<file path="src/rtl/dyn_adder_arbiter.sv">
// Two-requester arbiter in front of a shared, variable-latency adder.
// Define ADDER_ARB_ROUND_ROBIN_EN for round-robin grant; default is fixed priority (req0 wins).
module dyn_adder_arbiter #(
    parameter int unsigned WIDTH = 32
) (
    input  logic             clk,
    input  logic             rst_n,
    input  logic             req0_valid,
    input  logic             req1_valid,
    output logic             req0_ready,
    output logic             req1_ready,
    input  logic [WIDTH-1:0] req0_a,
    input  logic [WIDTH-1:0] req0_b,
    input  logic             req0_cin,
    input  logic [WIDTH-1:0] req1_a,
    input  logic [WIDTH-1:0] req1_b,
    input  logic             req1_cin,
    output logic [WIDTH-1:0] adr_a,
    output logic [WIDTH-1:0] adr_b,
    output logic             adr_cin,
    output logic             adr_first,
    input  logic [WIDTH-1:0] adr_p,
    input  logic [WIDTH-1:0] adr_sum,
    input  logic             adr_cout,
    output logic             rsp_valid,
    input  logic             rsp_ready,
    output logic             rsp_id,
    output logic [WIDTH-1:0] rsp_sum,
    output logic             rsp_cout
);

    localparam int unsigned Q = WIDTH / 4;

    typedef enum logic [1:0] {StIdle, StLaunch, StWait, StResp} state_e;

    state_e           state_q;
    logic [1:0]       cnt_q;
    logic [WIDTH-1:0] op_a_q;
    logic [WIDTH-1:0] op_b_q;
    logic             op_cin_q;
    logic             id_q;
    logic             grant;
    logic [3:1]       brk;
    logic [1:0]       w_m1;
    logic             idle;
    logic             unused_p;

`ifdef ADDER_ARB_ROUND_ROBIN_EN
    logic last_grant_q;

    always_comb begin
        grant = ~req0_valid;
        if (req0_valid && req1_valid) begin
            grant = ~last_grant_q;
        end
    end
`else
    assign grant = ~req0_valid;
`endif

    // Readies are gated by reset so nothing handshakes while reset is held.
    assign idle       = (state_q == StIdle) && rst_n;
    assign req0_ready = idle && req0_valid && !grant;
    assign req1_ready = idle && req1_valid && grant;

    assign adr_a   = op_a_q;
    assign adr_b   = op_b_q;
    assign adr_cin = op_cin_q;

    // A quarter boundary breaks the carry chain unless both bits around it propagate.
    assign brk[1] = ~(adr_p[Q] & adr_p[Q-1]);
    assign brk[2] = ~(adr_p[2*Q] & adr_p[2*Q-1]);
    assign brk[3] = ~(adr_p[3*Q] & adr_p[3*Q-1]);
    assign unused_p = ^adr_p;

    // Longest unbroken run of quarters, minus one.
    always_comb begin
        unique case (brk)
            3'b000:          w_m1 = 2'd3;
            3'b001, 3'b100:  w_m1 = 2'd2;
            3'b111:          w_m1 = 2'd0;
            default:         w_m1 = 2'd1;
        endcase
    end

    always_ff @(posedge clk or negedge rst_n) begin
        if (!rst_n) begin
            state_q   <= StIdle;
            cnt_q     <= 2'd0;
            op_a_q    <= '0;
            op_b_q    <= '0;
            op_cin_q  <= 1'b0;
            id_q      <= 1'b0;
            adr_first <= 1'b0;
            rsp_valid <= 1'b0;
            rsp_id    <= 1'b0;
            rsp_sum   <= '0;
            rsp_cout  <= 1'b0;
`ifdef ADDER_ARB_ROUND_ROBIN_EN
            last_grant_q <= 1'b1;
`endif
        end else begin
            unique case (state_q)
                StIdle: begin
                    if (req0_ready || req1_ready) begin
                        op_a_q    <= grant ? req1_a : req0_a;
                        op_b_q    <= grant ? req1_b : req0_b;
                        op_cin_q  <= grant ? req1_cin : req0_cin;
                        id_q      <= grant;
                        adr_first <= 1'b1;
                        state_q   <= StLaunch;
`ifdef ADDER_ARB_ROUND_ROBIN_EN
                        last_grant_q <= grant;
`endif
                    end
                end
                StLaunch: begin
                    adr_first <= 1'b0;
                    cnt_q     <= w_m1;
                    state_q   <= StWait;
                end
                StWait: begin
                    if (cnt_q == 2'd0) begin
                        rsp_sum   <= adr_sum;
                        rsp_cout  <= adr_cout;
                        rsp_id    <= id_q;
                        rsp_valid <= 1'b1;
                        state_q   <= StResp;
                    end else begin
                        cnt_q <= cnt_q - 2'd1;
                    end
                end
                StResp: begin
                    if (rsp_ready) begin
                        rsp_valid <= 1'b0;
                        state_q   <= StIdle;
                    end
                end
                default: state_q <= StIdle;
            endcase
        end
    end

endmodule

</file>
<file path="config.mk">
export PLATFORM = sky130hd
export DESIGN_NAME = dyn_adder_arbiter
export DESIGN_NICKNAME = d
export VERILOG_FILES = /design/src/rtl/dyn_adder_arbiter.sv
export SDC_FILE = /design/constraint.sdc
export NUM_CORES = 1
export LEC_CHECK = 0
export BUFFER_PORTS_ARGS = -buffer_cell sky130_fd_sc_hd__buf_2
export CAP_MARGIN = 40
export CELL_PAD_IN_SITES_DETAIL_PLACEMENT = 0
export CELL_PAD_IN_SITES_GLOBAL_PLACEMENT = 1
export CORE_ASPECT_RATIO = 0.7
export CORE_MARGIN = 2
export CORE_UTILIZATION = 32
export CTS_BUF_LIST = sky130_fd_sc_hd__clkbuf_4
export DETAILED_ROUTE_END_ITERATION = 7
export PLACE_DENSITY = 0.81
export SLEW_MARGIN = 25
export SYNTH_ARGS = -nofsm -noshare
export SYNTH_HDL_FRONTEND = slang
export SYNTH_SLANG_ARGS = --single-unit
</file>
<file path="constraint.sdc">
create_clock -name clk -period 2.35 [get_ports clk]
set_input_delay 0.47 -clock clk [delete_from_list [all_inputs] [get_ports clk]]
set_output_delay 0.47 -clock clk [all_outputs]
set_load 0.05 [all_outputs]
</file>
==> metrics.md, run 1 <==
| Metric | Value |
|---|---|
| Largest fanout on the critical path | 5 |
| Core area | ~14000 um2 |
| Number of synthesized flops with an enable pin | 0 |
| Nets | 878 |
| PD cells | 1510 nW/um2 |
| DRC viols | 0 |
| Detailed placement HPWL | ~9000 um |
| Chip width | 149 um |
| Leakage | 3.50 nW |
| CTS buffer count | 9 |
| Slew Limit Fails | 0 |
| Number of H-tree levels | 3 |
| Rows | 36 |
| Worst-case clock buffer depth | 2 |
| Die area | ~16000 um2 |
| Initial antenna violation count | 0 |
| First-pass GRT wire length | 18100 um |
| Setup CP Type | flip-flop to output port |
| Post-CTS Setup Bufs | 0 |
| Die Y | about 110 um |
| Area leader, netlist | dfrtp_1 |
| Fillers | around 1.3k |
| Clock root cell | clkbuf_4 |
| Final period util | 93.5% |
| Worst-Margin Slew | roughly 0.7 ns |
| Initial Utilization | 33.2% |
| Status | finished, final reports clean |
| Max incr delay on CP | between 0.4 and 0.5 ns |
| Clock tree sinks | ~110 |
| Maximum VDD drop | 0.594 mV |
| CTS tree | yes |
| Post-synth top area share | 56.5% |
| Detailed-route via count | between 3k and 4k |
| Vias in the first global route | 3648 |
| Max Fclk | 455 MHz |
| Cell family with most CP delay | flip-flops |
| RSZ-0062 raised after global routing | false |
| Crit path DAT | approximately 1.7 ns |
| Post-Route WL | 11600 um |
| FFs w/ async S/R, synth | between 90% and 100% |
| Yosys cell types | 27 |
| Seq. cell area | between 2000 and 3000 um2 |
| Layout cells sized above 1 | between 40 and 50% |
| Yosys synthesis warning count | 0 |
| Overflow left after global routing | 0 |
| Crit-path cells | inv_1 > ha_2 > and4b_1 > clkbuf_4 |
| GRT Util Overall | roughly 15% |
| Post-route ant nets | 0 |
| DR iter-0 viols | 97 |
| Diode count | 0 |
| Critical path capture point type | output port |
| Worst path slowest cell | dfrtp_1 |
| DP Cell Count | 850 |
| Mapped Nets | approximately 610 |
| Endpoints failing setup | 0 |
| Avg Inst Size Synth | 11.6 um2 |
| Seq/Total Area, Yosys | 56.5% |
| Cells after Synth | 403 |
| Synth area leaders | dfrtp_1, mux2i_1, mux2_2, o21ai_0, nand2_1 |
| Final Cell Area | about 6500 um2 |
| Final hold vios | 0 |
| Startpoint types | flip-flop |
| Setup_tns | 0 ns |
| Worst EP required | 1.88 ns |
| Largest net degree at the start of global routing | 75 |
| Final GP Congestion | between 0.7 and 0.8 |
| Setup Skew | 0.0156 ns |
| IO Pins | slightly above 300 |
| Worst relative slew slack | around 54% |
| Router iterations before antenna repair | 4 |
| Top FF cell, synth | dfrtp_1 |
| FF+latch count, synth | roughly 110 |
| Routed length per instance | about 13 um |
| Hold/Removal Path Class | input pin to flip-flop |
| Crit path time final | approximately 2.2 ns |
| Syn Std Cell Area | 4690 um2 |
| Clock transition at path regs | ~0.16 ns |
| Fin cells | 867 |
| WP buf/inv | 2 |
| Maxcap violations | 0 |
| Top-count cell post-synth | dfrtp_1 |
| Area occupied by multi-input gates | ~1900 um2 |
| Area growth from synthesis to final layout | 37.5% |
| Port Buffers | 276 |
| Total power | approximately 0.01 W |
| Vias per inst | roughly 4.4 |
| Area after DPL | around 6300 um2 |
| Clock latency on the worst-skew pair | 0.46 ns |
| Synth cell count leaders | dfrtp_1, nand2_1, mux2i_1, o21ai_0, mux2_2 |
-- where the power goes --
part	total [W]	switching, W	internal (W)
sequential	0.00311	0.000428	0.00268
combinational	0.00560	0.00413	0.00146
clock	0.00107	0.000609	0.000459
-- metal layers --
| layer | part of all wire [%] | vias up | global-route usage (%) | wire [um] |
|---|---|---|---|---|
| li1 | - | 1923 | - | - |
| met2 | 47 | 164 | 24.2 | 5470 |
| met1 | 43 | 1729 | 18.1 | 5030 |
| met5 | 0 | - | 0 | 0 |
| met3 | 8.2 | 12 | 4.81 | 956 |
| met4 | 1.5 | 0 | 4.35 | 174 |
-- cell usage in the layout, fill, tap and decap left out, types with 2 or more instances in the layout --
master / n
ha_1: 5
a21oi_1: 2
dfrtp_1: 106
mux2i_1: 67
nand2_1: 73
nor2_1: 2
o21ai_0: 66
nand2b_1: 2
buf_12: 2
nor2b_1: 2
clkbuf_4: 11
buf_4: 7
mux2_2: 34
o221ai_1: 2
bufinv_16: 2
buf_2: 272
clkinv_4: 2
inv_1: 5
-- kinds of logic after synthesis --
kind of cell / synth area share, %
DFF: 56.5
muxes: 22.8
and+or+nand+nor: 7.36
AOI/OAI and AO/OA: 8.56
buffers and inverters: 3.01
adders and majority gates: 1.60
xor gates and xnor gates: 0.187
-- metrics by stage --
stage / utilization [%] / hold slack (ns) / setup slack (ns)
after floorplan: - / 0.174 / 0.328
after global placement: 44.3 / 0.291 / 0.613
after detailed placement: 44.3 / 0.295 / 0.579
after CTS: 45.6 / 0.164 / 0.0554
after global routing: 45.6 / 0.149 / 0.0164
final: 45.6 / 0.232 / 0.152
-- registers in the layout, indices dropped and copies added (netlist names), 2 cells and up --
register,flops
state_q,2
rsp_sum,32
adr_a,32
adr_b,32
cnt_q,2
-- final timing paths --
kind | slack (ns) | cells past startpoint | from | endpoint
max in group asynchronous | 1.10 | 3 | rst_n | adr_b[5]$_DFFE_PN0P_
worst min-delay path | 0.23 | 2 | adr_sum[28] | rsp_sum[28]$_DFFE_PN0P_
min in group asynchronous | 0.35 | 2 | rst_n | adr_b[27]$_DFFE_PN0P_
worst max-delay path | 0.15 | 4 | state_q[0]$_DFFE_PN0P_ | req1_ready
worst max register to register | 0.56 | 5 | state_q[0]$_DFFE_PN0P_ | rsp_sum[13]$_DFFE_PN0P_
worst min register to register | 0.49 | 2 | adr_a[0]$_DFFE_PN0P_ | adr_a[0]$_DFFE_PN0P_
-- worst reg2reg max path: stages (launching register included) --
cell,delay (ns)
dfrtp_1,0.42
inv_1,0.11
ha_1,0.28
nand2_1,0.10
buf_4,0.38
mux2_2,0.41
-- repair_timing --
action / in CTS / in global routing
hold buffers: 1 / 0
gates resized for setup: 2 / 1
hold endpoints to repair: 2 / 0
endpoints found under the setup margin: 2 / 1
-- layout make-up --
class                   instances  share of cell area (%)
flip-flops and latches        106                    41.1
multi-input cells             267                    29.5
repair buffers                283                    22.8
well taps                     190                    3.68
clock inverters                 6                    1.51
clock buffers                  10                    1.16
inverters                       5                   0.291
(Power assumes the default switching activity.)
==> run 2, diff against run 1 <==
--- a/config.mk
+++ b/config.mk
@@ -10,5 +10,5 @@
 export CELL_PAD_IN_SITES_DETAIL_PLACEMENT = 0
 export CELL_PAD_IN_SITES_GLOBAL_PLACEMENT = 1
-export CORE_ASPECT_RATIO = 0.7
+export CORE_ASPECT_RATIO = 0.9
 export CORE_MARGIN = 2
 export CORE_UTILIZATION = 32
==> constraint.sdc (replaced) <==
create_clock -name clk -period 2.35 [get_ports clk]
set_input_delay 0.47 -clock clk [delete_from_list [all_inputs] [get_ports clk]]
set_output_delay 0.47 -clock clk [all_outputs]
set_load 0.005 [all_outputs]
==> metrics.md, run 2 (synthesis results as in run 1) <==
| Metric | Value |
|---|---|
| Status | finished, final reports clean |
| Crit path DAT | 1.67 ns |
| Cell family with most CP delay | flip-flops |
| Clock tree sinks | 106 |
| DR iter-0 viols | between 90 and 100 |
| DP Cell Count | 852 |
| Final period util | approximately 91% |
| Clock transition at path regs | approximately 0.15 ns |
| Final Cell Area | 6430 um2 |
| Detailed placement HPWL | between 9000 and 10000 um |
| Setup CP Type | flip-flop to output port |
| Setup slack, reg-to-reg | around 0.57 ns |
| PD cells | ~1000 nW/um2 |
| CTS buffer count | 9 |
| Largest fanout on the critical path | 5 |
| Worst EP required | roughly 1.9 ns |
| Final hold vios | 0 |
| GRT Util Overall | between 10% and 20% |
| Largest net degree at the start of global routing | ~130 |
| GR Layer Usage met3 | under 10% |
| Critical path capture point type | output port |
| Router iterations before antenna repair | 4 |
| First-pass GRT wire length | roughly 19000 um |
| Overflow left after global routing | 0 |
| Routed length per instance | 13.6 um |
| Commonest non-fill, non-tap cells in the layout | buf_2, dfrtp_1, nand2_1 |
| Max incr delay on CP | between 0.4 and 0.5 ns |
| Core area | roughly 14000 um2 |
| Nets | 878 |
| Layout cells sized above 1 | a little under 50% |
| CTS tree | yes |
| Post-route ant nets | 0 |
| Hold/Removal Path Class | input pin to flip-flop |
| Most common cell after layout, fill and taps aside | buf_2 |
| Area after DPL | about 6300 um2 |
| Worst-case clock buffer depth | 2 |
| Startpoint types | flip-flop |
| Area growth from synthesis to final layout | 37.0% |
| Total power | 0.00672 W |
| Initial antenna violation count | 0 |
| Met2 Usage GRT | approximately a quarter |
| Port Buffers | approximately 280 |
| WP buf/inv | 2 |
| Crit-path cells | inv_1 > ha_1 > and4b_1 > buf_2 |
| Diode count | 0 |
| Clock latency on the worst-skew pair | 0.45 ns |
| Post-Route WL | between 10000 and 15000 um |
| Vias per inst | between 4 and 5 |
| Slew Limit Fails | 0 |
| Worst setup margin | ~0.21 ns |
| Rows | slightly above 40 |
| Initial Utilization | between 30% and 40% |
| Top Usage Layer GRT | met2 |
| Worst relative slew slack | about two thirds |
| DRC viols | 0 |
| Die Y | 119 um |
| Leakage | ~3.5 nW |
| Setup_tns | 0 ns |
| Worst-Margin Slew | between 0.4 and 0.5 ns |
| Maximum VDD drop | approximately 0.38 mV |
| Setup Skew | ~0.016 ns |
| Die area | roughly 16000 um2 |
| Met1 GRT Util | a little under a fifth |
| Clock root cell | clkbuf_4 |
| Maxcap violations | 0 |
| Detailed-route via count | a little under 4k |
| Chip width | 132 um |
| Fin cells | 869 |
| DP Worst Slack | 0.571 ns |
| Worst path slowest cell | dfrtp_1 |
| Final GP Congestion | 0.799 |
| Max Fclk | roughly 470 MHz |
| Number of H-tree levels | 3 |
| IO Pins | around 300 |
| Vias in the first global route | around 3.8k |
| RSZ-0062 raised after global routing | false |
| Endpoints failing setup | 0 |
| Crit path time final | ~2.1 ns |
run 2: metrics by stage:
stage	hold WS, ns	utilization (%)
after floorplan	0.174	-
after global placement	0.299	44.2
after detailed placement	0.301	44.2
after CTS	0.175	45.2
after global routing	0.185	45.4
final	0.236	45.4
run 2: where the power goes:
group	internal, W	switching [W]	leakage [nW]
registers	0.00268	0.000427	1.30
clock network	0.000331	0.000577	0.0739
logic	0.00143	0.00127	2.12
total	0.00445	0.00228	3.50
run 2: repair_timing:
item | CTS | global route
setup buffers | 0 | 0
hold buffers | 1 | 0
endpoints found under the hold margin | 3 | 0
resized for setup | 0 | 0
run 2: final timing paths:
kind | startpoint | to | depth (start not counted)
max | state_q[0]$_DFFE_PN0P_ | req1_ready | 4
min | adr_sum[10] | rsp_sum[10]$_DFFE_PN0P_ | 2
max reg2reg | state_q[0]$_DFFE_PN0P_ | cnt_q[1]$_DFFE_PN0P_ | 7
min reg2reg | adr_b[25]$_DFFE_PN0P_ | adr_b[25]$_DFFE_PN0P_ | 2
max in group asynchronous | rst_n | adr_b[25]$_DFFE_PN0P_ | 4
min in group asynchronous | rst_n | adr_b[29]$_DFFE_PN0P_ | 2
run 2: worst reg2reg max path, stage by stage (launching register included):
cell and delay [ns]:
dfrtp_1 0.41, inv_1 0.10, ha_1 0.28, nand2_1 0.08, buf_4 0.38, o21ai_0 0.20
nand2_1 0.10, o221ai_1 0.10
run 2: per-layer routing:
| metal | wire length, um | part of all wire, % | up-vias |
|---|---|---|---|
| met2 | 5690 | 48 | 174 |
| met3 | 863 | 7.3 | 16 |
| met5 | 0 | 0 | - |
| met1 | 5060 | 43 | 1745 |
| li1 | - | - | 1938 |
| met4 | 222 | 1.9 | 0 |
run 2: final cells by class:
class	count	area, um2
clock buffer	10	75.1
clock inverter	5	56.3
fill	1361	7730
inverter	5	18.8
multi-input combinational	267	1900
sequential	106	2650
tap	193	241
timing repair buffer	283	1490
==> run 3, diff against run 2 <==
- CORE_MARGIN: 2 -> 3
- TNS_END_PERCENT: default -> 10
==> metrics.md, run 3 (synthesis results as in run 1) <==
| Metric | Value |
|---|---|
| Worst EP required | about 1.9 ns |
| WHS Endpoint | rsp_sum[2]$_DFFE_PN0P_ |
| Core area | ~14000 um2 |
| Min-Delay Startpoint | adr_sum[2] |
| Cell family with most CP delay | flip-flops |
| Leakage | 3.47 nW |
| DR iter-0 viols | about 130 |
| Critical path capture point type | output port |
| Setup Skew | ~0.013 ns |
| Status | finished, final reports clean |
| Chip width | 134 um |
| Final period util | between 90% and 100% |
| Crit path time final | 2.13 ns |
| Port Buffers | 276 |
| Setup_tns | 0 ns |
| Final Cell Area | roughly 6400 um2 |
| Post-route ant nets | 0 |
| IO Pins | roughly 300 |
| Detailed-route via count | approximately 3.8k |
| Setup slack, reg-to-reg | about 0.54 ns |
| Largest net degree at the start of global routing | 75 |
| Routed length per instance | 14.2 um |
| Router iterations before antenna repair | 4 |
| Overflow left after global routing | 0 |
| Max incr delay on CP | 0.43 ns |
| Commonest non-fill, non-tap cells in the layout | buf_2, dfrtp_1, nand2_1 |
| RSZ-0062 raised after global routing | false |
| Vias in the first global route | slightly below 4k |
| CTS tree | yes |
| Area after DPL | ~6300 um2 |
| Number of H-tree levels | 3 |
| First-pass GRT wire length | ~19000 um |
| Maxcap violations | 0 |
| Fillers | ~1.3k |
| Worst setup margin | about 0.22 ns |
| Hold Crit Depth | 2 |
| GRT Util Overall | 14.9% |
| Final GP Congestion | 0.781 |
| Hold/Removal Path Class | input pin to flip-flop |
| Crit path DAT | 1.66 ns |
| DRC viols | 0 |
| Layout cells sized above 1 | around half |
| PD cells | 1040 nW/um2 |
| Reg-to-Reg End | adr_b[28]$_DFFE_PN0P_ |
| Slew Limit Fails | 0 |
| Area growth from synthesis to final layout | 36.4% |
| Worst relative slew slack | around three fifths |
| Clock root cell | clkbuf_4 |
| R2R cell count | 5 |
| WP buf/inv | 2 |
| Worst path slowest cell | dfrtp_1 |
| Endpoints failing setup | 0 |
| Initial antenna violation count | 0 |
| Initial Utilization | 33.0% |
| Most common cell after layout, fill and taps aside | buf_2 |
| Die Y | around 120 um |
| CTS buffer count | 9 |
| Rows | between 40 and 50 |
| DP Worst Slack | around 0.53 ns |
| Detailed placement HPWL | a little under 10000 um |
| Critical R2R Launch | state_q[1]$_DFFE_PN0P_ |
| Clock tree sinks | between 100 and 150 |
| Largest fanout on the critical path | 5 |
| Setup CP Type | flip-flop to output port |
| Clock transition at path regs | 0.15 ns |
| Clock latency on the worst-skew pair | between 0.4 and 0.5 ns |
| Post-Route WL | 12300 um |
| Die area | ~16000 um2 |
| Startpoint types | flip-flop |
| Nets | between 800 and 900 |
| Worst-Margin Slew | about 0.6 ns |
| Crit-path cells | inv_1 > ha_1 > and3_1 > buf_2 |
| Vias per inst | roughly 4.4 |
| Max Fclk | 470 MHz |
| Maximum VDD drop | about 0.38 mV |
| Diode count | 0 |
| Worst-case clock buffer depth | 2 |
| Final hold vios | 0 |
-- run 3: changes by cell type in the layout (fill, tap and decap cells not counted) --
| cell | previous run | this run |
|---|---|---|
| clkinv_2 | 1 | 0 |
| buf_16 | 1 | 0 |
| buf_4 | 5 | 7 |
| bufinv_16 | 1 | 0 |
| inv_6 | 0 | 1 |
| clkinvlp_4 | 0 | 4 |
| clkinv_4 | 2 | 0 |
-- run 3: per-stage QoR --
stage | hold slack [ns] | utilization, % | std cells | power, W
2_1_floorplan | 0.174 | - | 403 | 0.00457
3_3_place_gp | 0.458 | 44.0 | 853 | 0.00583
3_5_place_dp | 0.465 | 44.0 | 853 | 0.00596
4_1_cts | 0.0950 | 44.9 | 869 | 0.00680
5_1_grt | 0.157 | 45.1 | 871 | 0.00726
6_report | 0.236 | 45.1 | 871 | 0.00667
-- run 3: power breakdown --
part           total, W  switching [W]  internal (W)
combinational   0.00273        0.00130       0.00143
sequential      0.00312       0.000431       0.00268
clock          0.000822       0.000593      0.000229
-- run 3: repair_timing --
| item | 4_1_cts | 5_1_grt |
|---|---|---|
| resized for setup | 0 | 0 |
| buffers inserted | 0 | 0 |
| hold buffers | 0 | 1 |
| endpoints found under the hold margin | 0 | 20 |
-- run 3: layout make-up --
class	instances	area [um2]	area share (%)
Clock buffer	10	75.1	1.17
Tap cell	193	241	3.77
Timing Repair Buffer	284	1470	23.0
Clock inverter	6	42.5	0.664
Sequential cell	106	2650	41.4
Multi-Input combinational cell	267	1900	29.7
Inverter	5	18.8	0.293
-- run 3: how the worst max path moves through the flow --
stage	startpoint	endpoint	cells past startpoint
5_1_grt	state_q[0]$_DFFE_PN0P_	req0_ready	4
6_report	state_q[0]$_DFFE_PN0P_	req0_ready	4
3_5_place_dp	req0_valid	adr_a[12]$_DFFE_PN0P_	4
2_1_floorplan	req0_valid	req1_ready	4
4_1_cts	state_q[0]$_DFFE_PN0P_	req0_ready	4
3_3_place_gp	req0_valid	adr_a[26]$_DFFE_PN0P_	4
-- run 3: metal layers --
| metal | wire length, um | GRT usage (%) | part of all wire [%] |
|---|---|---|---|
| met1 | 4970 | 17.2 | 40 |
| met2 | 6200 | 26.4 | 50 |
| met3 | 1090 | 5.85 | 8.8 |
| met5 | 0 | 0 | 0 |
| met4 | 82 | 3.08 | 0.66 |
